`src/rtl/alu_result_queue.sv`:
```
// alu_result_queue: show-ahead FIFO of ALU results carrying zero, negative and divide-by-zero flags
module alu_result_queue #(
  parameter int DATA_WIDTH = 16,
  parameter int DEPTH = 4
) (
  input  logic                    clk,
  input  logic                    rst_n,
  input  logic                    in_valid,
  output logic                    in_ready,
  input  logic [2:0]              in_op,
  input  logic [DATA_WIDTH-1:0]   in_f,
  input  logic [DATA_WIDTH-1:0]   in_b,
  output logic                    out_valid,
  input  logic                    out_ready,
  output logic [DATA_WIDTH-1:0]   out_data,
  output logic                    out_zero,
  output logic                    out_neg,
  output logic                    out_dz,
  output logic [$clog2(DEPTH):0]  count
);
  localparam int AW = $clog2(DEPTH);
  localparam logic [AW:0] FULL = (AW+1)'(DEPTH);
  logic [DATA_WIDTH-1:0] mem_data [DEPTH];
  logic [2:0] mem_flags [DEPTH];
  logic [AW-1:0] wr_ptr, rd_ptr;
  logic push, pop, dz;
  logic [DATA_WIDTH-1:0] wdata;
  always_comb begin
    in_ready = count != FULL;
    out_valid = count != '0;
    push = in_valid && in_ready;
    pop = out_valid && out_ready;
    dz = in_op == 3'b011 && in_b == '0;
    wdata = dz ? '0 : in_f;
    out_data = out_valid ? mem_data[rd_ptr] : '0;
    out_dz = out_valid && mem_flags[rd_ptr][2];
    out_neg = out_valid && mem_flags[rd_ptr][1];
    out_zero = out_valid && mem_flags[rd_ptr][0];
  end
  // storage is deliberately unreset; empty-state output gating hides stale data
  always_ff @(posedge clk) begin
    if (push) begin
      mem_data[wr_ptr] <= wdata;
      mem_flags[wr_ptr] <= {dz, wdata[DATA_WIDTH-1], wdata == '0};
    end
  end
  always_ff @(posedge clk or negedge rst_n) begin
    if (!rst_n) begin
      wr_ptr <= '0;
      rd_ptr <= '0;
      count <= '0;
    end else begin
      if (push) wr_ptr <= wr_ptr + AW'(1);
      if (pop) rd_ptr <= rd_ptr + AW'(1);
      if (push && !pop) count <= count + (AW+1)'(1);
      else if (pop && !push) count <= count - (AW+1)'(1);
    end
  end
endmodule

```
`config.mk`:
```
export PLATFORM = sky130hd
export DESIGN_NAME = alu_result_queue
export DESIGN_NICKNAME = d
export VERILOG_FILES = /design/src/rtl/alu_result_queue.sv
export SDC_FILE = /design/constraint.sdc
export NUM_CORES = 1
export LEC_CHECK = 0
export CAP_MARGIN = 40
export CELL_PAD_IN_SITES_DETAIL_PLACEMENT = 0
export CELL_PAD_IN_SITES_GLOBAL_PLACEMENT = 1
export CORE_MARGIN = 4
export CORE_UTILIZATION = 47
export CTS_CLUSTER_SIZE = 14
export DETAILED_ROUTE_END_ITERATION = 10
export PLACE_DENSITY = 0.88
export SLEW_MARGIN = 20
export SYNTH_ARGS = -nofsm -noshare
export SYNTH_HDL_FRONTEND = slang
export SYNTH_SLANG_ARGS = --single-unit
```
`constraint.sdc`:
```
create_clock -name clk -period 4 [get_ports clk]
set_clock_uncertainty 0.2 [all_clocks]
set_input_delay 0.4 -clock clk [delete_from_list [all_inputs] [get_ports clk]]
set_output_delay 0.4 -clock clk [all_outputs]
set_load 0.01 [all_outputs]
```
==> out/qor.txt, run 1 <==
Max Used Layer = met4
Netlist Area Pre-Place = 3380 um2
Mean Syn Cell Area = 18.5 um2
Seq cells post-synth = 79
Initial DRC Count = 97
Vias = 1,880
DR DRC count = 0
crit end category = output port
fin crit share = 71.8%
IO Count = 63
synth unique cells = 24
final WL = 6.37 mm
CP startpoint kind = flop
Die Area = 8610 um2
largest net degree at the start of global routing = 22
Hold Path Class = input pin to async pin
Setup Slack @ Placement = 1360 ps
fin util = 64.0%
unrepaired setup endpoints after global routing = false
Nets = 298
Root Driver = clkbuf_8
relative slew slack = 57.8%
metal2 WL = 3.17 mm
P&R area growth vs syn = 30.1%
final hold slack = 121 ps
sum of negative setup slack = 0 ps
Post-Syn Instances = 183
H-Tree Depth = 3
Die Y = 92.8 um
Leakage = 1.50 nW
Clock Sinks = 79
slew at the pin with the worst max-slew slack = 633 ps
Post-synth EDFFs = 72
starting density of the core = 49.2%
VDD IR max = 394 uV
first-pass GRT wire length = 10.0 mm
post-route ant nets = 0
Peak Freq = 348 MHz
GRT Total Usage = 16.0%
dpl cells = 338
wire length on met1 = 2.66 mm
critical path class = flop to output port
core area = 6870 um2
status = finished, final reports clean
Cell Count, Final, Fillers Out = 354
final critical-path required period = 2870 ps
hpwl dp = 4.35 mm
worst reg-to-reg path cell count = 8
via/cell ratio = 5.31
CTS Buf Count = 9
initial antenna violation count = 0
hold-fix buffers at CTS = 0
layout cells sized above 1 = 17.1%
Power per Cell Area = 715 nW/um2
met3 WL = 401 um
routability cong. = 0.689
Fin. Hold Viols = 0
Max Fanout on Critical Path = 20
CTS max path bufs = 2
area share of the largest cell type after synthesis = 64.0%
final setup margin = 1130 ps
R2R setup slack = 1570 ps
CTS tree = built
Resize count post-CTS = 0
Seq/Total Area, Yosys = 69.2%
n_diodes = 0
critical path arrival = 2270 ps
Slew Viols, Final = 0
# Post-CTS Setup Buffers = 0
Reg2Reg Capture Point = count[2]$_DFFE_PN0P_
Final setup viols = 0
max_cap viols = 0
most frequent cell after synthesis = edfxtp_1
grt ovf = 0
Reg2Reg Launch Point = count[2]$_DFFE_PN0P_
Synth area leaders = edfxtp_1 (64%), mux4_2 (12%), dfrtp_1 (5.2%), and2_1 (4.3%), a21boi_0 (3.3%)
Overall Power = 3.14 mW
die width = 92.8 um
CTS clock-pin slew for the worst setup and hold paths = 80 ps
IO buf count = 62
Ys Warns = 0
Worst-Skew Late Latency = 340 ps
top_reg_cell synth = edfxtp_1
Site Rows = 30
Synth async-reset ratio = 8.86%
Placement Cell Area = 4130 um2
drt wl/cell = 18.0 um
cell taking the most area after synthesis = edfxtp_1
drt pass-1 iters = 4
commonest cells in the netlist = edfxtp_1 (72), and2_1 (23), mux4_2 (18)
worst path required time = 3400 ps
syn_nets = 228
vias in the first global route = 1,925
design area = 4390 um2
[kinds of logic after synthesis]
family / count (synthesis) / share of synthesized area [%]
multiplexers: 20 / 12.7
AO/OA/AOI/OAI: 18 / 4.11
flip-flops: 79 / 69.2
XOR/XNOR: 6 / 1.56
buffers and inverters: 13 / 2.45
adder cells (fa/ha/maj): 6 / 2.45
AND/OR/NAND/NOR: 41 / 7.56
[worst max-delay path by stage]
stage / start / endpoint / cells after the start
floorplan: count[2]$_DFFE_PN0P_ / count[2]$_DFFE_PN0P_ / 8
global placement: in_b[8] / mem_data[0][7]$_DFFE_PP_ / 4
detailed placement: in_b[8] / mem_data[2][13]$_DFFE_PP_ / 4
CTS: rd_ptr[0]$_DFFE_PN0P_ / out_zero / 4
global route: rd_ptr[0]$_DFFE_PN0P_ / out_zero / 4
finish: rd_ptr[0]$_DFFE_PN0P_ / out_zero / 4
[registers in the layout (all words and copies together), names as in the netlist]
register   cells
count          3
mem_data      60
mem_flags     12
rd_ptr         2
wr_ptr         2
[where the power goes]
group | switching (mW) | total (mW) | internal (mW) | leakage, nW
clock network | 0.275 | 0.752 | 0.477 | 0.128
registers | 0.0878 | 1.19 | 1.10 | 0.745
logic | 0.505 | 1.20 | 0.698 | 0.629
total | 0.869 | 3.14 | 2.27 | 1.50
[worst max-delay path, stage by stage, from the launching register on]
cell and delay, ps:
dfrtp_1 330, buf_4 360, mux4_2 560, and2_1 200
clkdlybuf4s50_1 480
[layout by cell type (no fill, tap or decap), drive strengths merged]
cell           count
mux4              18
buf                7
edfxtp            72
xor2               2
xnor2              4
and2              23
bufinv             4
a21boi            17
mux2               2
clkdlybuf4s50     62
nor4               8
nand2              3
inv                3
or3                1
a21o               1
ha                 5
and4               2
clkinv             2
nand3              1
fa                 1
nor2               3
clkbuf            10
dfrtp              7
[per-layer routing]
layer | GRT usage, % | vias up
met5 | 0 | -
met4 | 7.33 | 0
met3 | 3.82 | 12
met2 | 26.1 | 72
met1 | 20.2 | 939
li1 | - | 857
[final cells by class]
class	count	area, um2
fill	486	2480
inverter	3	11.3
tap	96	120
timing repair buffer	69	707
sequential	79	2340
clock buffer	10	128
multi-input combinational	91	957
clock inverter	6	133
Note: power is estimated with default switching activity, not from simulation.
==> run 2, diff against run 1 <==
--- a/config.mk
+++ b/config.mk
@@ -9,10 +9,10 @@
 export CELL_PAD_IN_SITES_DETAIL_PLACEMENT = 0
 export CELL_PAD_IN_SITES_GLOBAL_PLACEMENT = 1
 export CORE_MARGIN = 4
-export CORE_UTILIZATION = 47
+export CORE_UTILIZATION = 39
 export CTS_CLUSTER_SIZE = 14
 export DETAILED_ROUTE_END_ITERATION = 10
-export PLACE_DENSITY = 0.88
+export PLACE_DENSITY = 0.79
 export SLEW_MARGIN = 20
 export SYNTH_ARGS = -nofsm -noshare
 export SYNTH_HDL_FRONTEND = slang
==> constraint.sdc (replaced) <==
create_clock -name clk -period 2.35 [get_ports clk]
set_clock_uncertainty 0.2 [all_clocks]
set_input_delay 0.235 -clock clk [delete_from_list [all_inputs] [get_ports clk]]
set_output_delay 0.235 -clock clk [all_outputs]
set_load 0.01 [all_outputs]
==> run 2 against run 1 <==
Compared with the run above: count of clock-buffer cells in the layout decreased by 1; combinational power up 85%; clock power grew 25%; worst setup slack worse by 1000 ps; largest cell class unchanged; hold slack improved by 240 ps; via count increased by 1.4%; die area increased by 19%; sequential power up 65%; sequential cell count stayed put; sequential share of layout area decreased by 0.55 points.
==> out/qor.txt, run 2 (synthesized netlist as in run 1, its figures left out) <==
H-Tree Depth = 3 (unchanged)
drt pass-1 iters = 4 (unchanged)
drt wl/cell = 18.2 um (+1.4%)
Slew Viols, Final = 0 (unchanged)
hpwl dp = 4.33 mm (-0.41%)
combinational share of power = 43.4% (+5.1 points)
CTS max path bufs = 2 (unchanged)
via/cell ratio = 5.09 (-4.2%)
status = finished, final reports clean
slew at the pin with the worst max-slew slack = 537 ps (-95.9 ps)
Die Y = 101 um (+8.9%)
dpl cells = 353 (+4.4%)
unrepaired setup endpoints after global routing = false
Fillers = 676 (+39%)
Worst-Skew Late Latency = 340 ps (about the same)
critical path class = flop to output port
GRT Total Usage = 14.2% (-1.8 points)
Die Area = 10,200 um2 (+19%)
Reg2Reg Launch Point = count[2]$_DFFE_PN0P_
first-pass GRT wire length = 10.5 mm (+4.6%)
post-route ant nets = 0 (unchanged)
max FFs per register = 60 (unchanged)
CTS tree = built
VDD IR max = 449 uV (+14%)
starting density of the core = 40.7% (-8.5 points)
Nets = 311 (+4.4%)
CP startpoint kind = flop
layout cells sized above 1 = 27.8% (+11 points)
Fin. Hold Viols = 0 (unchanged)
Peak Freq = 441 MHz
Critical Path Source = count[2]$_DFFE_PN0P_
largest net degree at the start of global routing = 21 (-4.5%)
Hold Path Class = input pin to flop
Setup Slack @ Placement = 148 ps (-1210 ps)
CTS Buf Count = 9 (unchanged)
Top reg by flops = mem_data
Initial DRC Count = 117 (+21%)
worst path required time = 1910 ps (-1490 ps)
Cell Count, Final, Fillers Out = 375 (+5.9%)
most common cell after layout, fill and taps aside = edfxtp_1
vias in the first global route = 1,991 (+3.4%)
Leakage = 1.57 nW (+4.5%)
relative slew slack = 63.9% (+6.1 points)
Root Driver = clkbuf_8
Overall Power = 5.12 mW (+63%)
Power per Cell Area = 1150 nW/um2 (+61%)
final setup margin = 82.1 ps (-1040 ps)
sequential power share = 38.2% (+0.4 points)
crit end category = output port
final critical-path required period = 2270 ps
Final setup viols = 0 (unchanged)
final hold slack = 363 ps (+243 ps)
Int Power = 3.57 mW (+57%)
n_diodes = 0 (unchanged)
core area = 8300 um2 (+21%)
Reg2Reg Capture Point = count[2]$_DFFE_PN0P_
P&R area growth vs syn = 31.5%
worst reg-to-reg path cell count = 8 (unchanged)
Clock Sinks = 79 (unchanged)
clock share of power = 18.4% (-5.5 points)
IO buf count = 62 (unchanged)
initial antenna violation count = 0 (unchanged)
CTS clock-pin slew for the worst setup and hold paths = 70 ps (about the same)
fin crit share = 96.5%
sum of negative setup slack = 0 ps (unchanged)
routability cong. = 0.750 (+8.9%)
IO Count = 63 (unchanged)
max_cap viols = 0 (unchanged)
Max Fanout on Critical Path = 20 (unchanged)
grt ovf = 0 (unchanged)
R2R setup slack = 160 ps (-1410 ps)
Largest regs = mem_data: 60 flops, mem_flags: 12 flops, count: 3 flops
min-delay src = out_ready
end of the critical path = out_valid
Net Sw Frac = 30.3% (+2.7 points)
most frequent cells in the layout = edfxtp_1 (72), clkdlybuf4s50_1 (43), and2_1 (23)
switching power = 1.55 mW (+79%)
DR DRC count = 0 (unchanged)
Site Rows = 33 (+10%)
critical path arrival = 1830 ps (-440 ps)
die width = 101 um (+8.9%)
final WL = 6.84 mm (+7.4%)
Vias = 1,907 (+1.4%)
run 2: cell count changes in the layout (fill, tap and decap cells not counted), sizes merged:
cell           delta
clkbuf           +20
clkinvlp          +2
clkdlybuf4s50    -19
bufinv            -3
dlygate4sd3       +1
buf              +10
clkinv            +1
run 2: worst max-delay path, stage by stage, from the launching register on:
cell             delay (ps)
dfrtp_1                 380
or3_4                   390
buf_4                   220
clkdlybuf4s50_1         500
run 2: final cells by class:
type                       instances  area (um2)  share of cell area (%)
multi-input combinational         91         957                    21.6
clock buffer                       9         124                    2.79
clock inverter                     6        62.6                    1.41
timing repair buffer              82         816                    18.4
inverter                           3        11.3                   0.254
tap                              105         131                    2.96
sequential                        79        2340                    52.6
run 2: worst min-delay path by stage:
stage / to / slack [ps] / cells after the start
floorplan: count[0]$_DFFE_PN0P_ / -260 / 0
global route: rd_ptr[1]$_DFFE_PN0P_ / 340 / 3
global placement: count[0]$_DFFE_PN0P_ / 330 / 1
detailed placement: count[0]$_DFFE_PN0P_ / 320 / 1
finish: rd_ptr[1]$_DFFE_PN0P_ / 360 / 3
CTS: rd_ptr[1]$_DFFE_PN0P_ / 340 / 3
run 2: per-stage QoR:
step | util, % | instance area, um2
floorplan | - | 3380
finish | 53.5 | 4440
global placement | 51.0 | 4230
CTS | 53.8 | 4470
global route | 53.5 | 4440
detailed placement | 51.0 | 4230
run 2: what timing repair did:
action                                 4_1_cts  5_1_grt
endpoints found under the hold margin        7        0
cloned                                       1        2
hold buffers                                 1        0
setup endpoints to repair                   19       19
buffers inserted                             3        0
gates resized for setup                     31       29
run 2: power by group through the flow:
stage               clock network [mW]  registers (mW)  logic [mW]
floorplan                            0            2.00        1.20
global placement                     0            1.98        2.27
detailed placement                   0            1.99        2.28
CTS                              0.959            1.96        2.25
global route                      1.04            1.98        2.41
finish                           0.943            1.96        2.22
run 2: per-layer routing:
| layer | wire, um | track usage [%] | vias up | share of wire [%] |
|---|---|---|---|---|
| met4 | 118 | 6.13 | 0 | 1.7 |
| met5 | 0 | 0 | - | 0 |
| met2 | 3390 | 23.3 | 65 | 50 |
| met1 | 2950 | 17.9 | 951 | 43 |
| met3 | 371 | 3.53 | 8 | 5.4 |
| li1 | - | - | 883 | - |
==> run 3, diff against run 2 <==
--- a/config.mk
+++ b/config.mk
@@ -8,6 +8,7 @@
 export CAP_MARGIN = 40
 export CELL_PAD_IN_SITES_DETAIL_PLACEMENT = 0
 export CELL_PAD_IN_SITES_GLOBAL_PLACEMENT = 1
+export CORE_ASPECT_RATIO = 1.5
 export CORE_MARGIN = 4
 export CORE_UTILIZATION = 39
 export CTS_CLUSTER_SIZE = 14
==> constraint.sdc (replaced) <==
create_clock -name clk -period 1.9 [get_ports clk]
set_clock_uncertainty 0.2 [all_clocks]
set_input_delay 0.19 -clock clk [delete_from_list [all_inputs] [get_ports clk]]
set_output_delay 0.19 -clock clk [all_outputs]
set_load 0.01 [all_outputs]
==> run 3 against run 2 <==
Compared with the run above: the run now ends with setup timing left; clock power is 92% higher; combinational power grew 49%; die area is 0.29% higher; global-route usage is 0.73 points higher; largest power group unchanged; wire length up 9.1%.
==> out/qor.txt, run 3 (synthesized netlist as in run 1, its figures left out) <==
routability cong. = 0.702 (-6.3%)
largest net degree at the start of global routing = 21 (unchanged)
CTS tree = built
IO buf count = 62 (unchanged)
die width = 84.0 um (-17%)
relative slew slack = 62.5% (-1.3 points)
crit end category = output port
fin util = 57.5% (+4.1 points)
Top reg by flops = mem_data
grt ovf = 0 (unchanged)
worst path required time = 1510 ps (-400 ps)
vias in the first global route = 2,195 (+10%)
sum of negative setup slack = -4410 ps (-4410 ps)
Leakage = 1.77 nW (+13%)
Final setup viols = 21 (+21)
hpwl dp = 4.70 mm (+8.7%)
drt wl/cell = 19.0 um (+4.3%)
IO Count = 63 (unchanged)
H-Tree Depth = 3 (unchanged)
most frequent cells in the layout = edfxtp_1 (72), clkdlybuf4s50_1 (41), buf_4 (19)
status = complete, but fails checks
fin crit share = 113%
layout cells sized above 1 = 40.0% (+12 points)
final WL = 7.46 mm (+9.1%)
initial antenna violation count = 0 (unchanged)
Hold Path Class = flop to flop
VDD IR max = 1080 uV (+140%)
critical path arrival = 1760 ps (-70 ps)
CTS max path bufs = 2 (unchanged)
via/cell ratio = 5.07 (-0.37%)
final setup margin = -247 ps (-329 ps)
Worst-Skew Late Latency = 330 ps (about the same)
max FFs per register = 60 (unchanged)
Power per Cell Area = 1570 nW/um2 (+36%)
Clock Sinks = 79 (unchanged)
slew at the pin with the worst max-slew slack = 557 ps (+20.0 ps)
family with the most delay on the worst path = multiplexers
Peak Freq = 466 MHz
WP buf/inv = 3 (+1)
Max Fanout on Critical Path = 4 (-80%)
GRT Total Usage = 14.9% (+0.73 points)
Die Y = 122 um (+21%)
multi-input gate area in the final layout = 1020 um2 (+6.3%)
final critical-path required period = 2150 ps
Slew Viols, Final = 0 (unchanged)
Nets = 325 (+4.5%)
Initial DRC Count = 136 (+16%)
drt pass-1 iters = 4 (unchanged)
sequential cell area = 2340 um2 (+0.16%)
crit path max-delay cell type = mux4_2
Root Driver = clkbuf_16
unrepaired setup endpoints after global routing = true
core area = 8410 um2 (+1.4%)
post-route ant nets = 0 (unchanged)
n_diodes = 0 (unchanged)
CTS clock-pin slew for the worst setup and hold paths = 60 ps (about the same)
Crit path largest cell delay = 500 ps (about the same)
first-pass GRT wire length = 11.5 mm (+9.6%)
DR DRC count = 0 (unchanged)
max_cap viols = 0 (unchanged)
Largest regs = mem_data: 60 flops, mem_flags: 12 flops, count: 3 flops
critical path cell sequence = buf_4, buf_8, mux4_2, and2_4, buf_6
Cell Count, Final, Fillers Out = 392 (+4.5%)
Fillers = 677 (+0.15%)
failing checks = setup timing
most common cell after layout, fill and taps aside = edfxtp_1
CP startpoint kind = flop
Die Area = 10,200 um2 (+0.29%)
final hold slack = 371 ps (+7.65 ps)
Fin. Hold Viols = 0 (unchanged)
starting density of the core = 40.1% (-0.55 points)
CTS Buf Count = 9 (unchanged)
Site Rows = 41 (+24%)
critical path class = flop to output port
Vias = 1,986 (+4.1%)
Overall Power = 7.58 mW (+48%)
dpl cells = 365 (+3.4%)
P&R area growth vs syn = 43.3%
## run 3: cell count changes in the layout (fill, tap and decap cells not counted), sizes merged
cell,change
clkbuf,-18
buf,+33
clkinvlp,-2
clkdlybuf4s50,-2
inv,+1
dlygate4sd2,+1
clkinv,+1
bufinv,+1
## run 3: repair_timing
| item | in CTS | in global routing |
|---|---|---|
| pin swaps | 19 | 5 |
| setup endpoints to repair | 23 | 23 |
| gates resized for setup | 93 | 21 |
| hold endpoints to repair | 7 | 0 |
| hold buffers | 1 | 0 |
| cloned | 3 | 2 |
| buffers inserted | 6 | 2 |
## run 3: path summary, 6_finish.rpt
| check | slack, ps | cells past startpoint | start | endpoint |
|---|---|---|---|---|
| hold / removal | 370 | 1 | wr_ptr[1]$_DFFE_PN0P_ | wr_ptr[1]$_DFFE_PN0P_ |
| setup reg to reg | -220 | 8 | count[2]$_DFFE_PN0P_ | count[2]$_DFFE_PN0P_ |
| setup / recovery | -250 | 5 | rd_ptr[0]$_DFFE_PN0P_ | out_data[13] |
| hold reg to reg | 370 | 1 | wr_ptr[1]$_DFFE_PN0P_ | wr_ptr[1]$_DFFE_PN0P_ |
| max in group asynchronous | 760 | 2 | rst_n | count[1]$_DFFE_PN0P_ |
| min in group asynchronous | 470 | 2 | rst_n | count[0]$_DFFE_PN0P_ |
## run 3: worst register-to-register path: cells and delay by family, from the launching register on
family | cells | cell delay, ps
XOR/XNOR | 2 | 280
buffers and inverters | 1 | 30
flip-flops | 1 | 400
adder cells (fa/ha/maj) | 2 | 450
AND/OR/NAND/NOR | 3 | 670
## run 3: stage by stage
step	area (um2)	worst slack [ps]
2_1_floorplan	3410	-193
3_3_place_gp	4350	-271
3_5_place_dp	4350	-281
4_1_cts	4770	-321
5_1_grt	4840	-310
6_report	4840	-247
## run 3: layout make-up
cell class | instances | area share, %
flip-flops and latches | 79 | 48.4
well taps | 107 | 2.77
repair buffers | 96 | 21.0
clock inverters | 7 | 1.99
inverters | 3 | 0.233
clock buffers | 9 | 4.65
multi-input cells | 91 | 21.0
## run 3: where the power goes
| group | switching, mW | internal (mW) | total [mW] |
|---|---|---|---|
| Clock | 0.654 | 1.15 | 1.81 |
| Combinational | 1.34 | 1.97 | 3.31 |
| Sequential | 0.135 | 2.32 | 2.46 |
| Total | 2.13 | 5.45 | 7.58 |
## run 3: layer usage
layer	vias up	routed length, um	global-route usage, %
li1	916	-	-
met1	1010	2620	16.2
met2	50	4430	28.7
met3	10	290	2.37
met4	0	119	6.04
met5	-	0	0
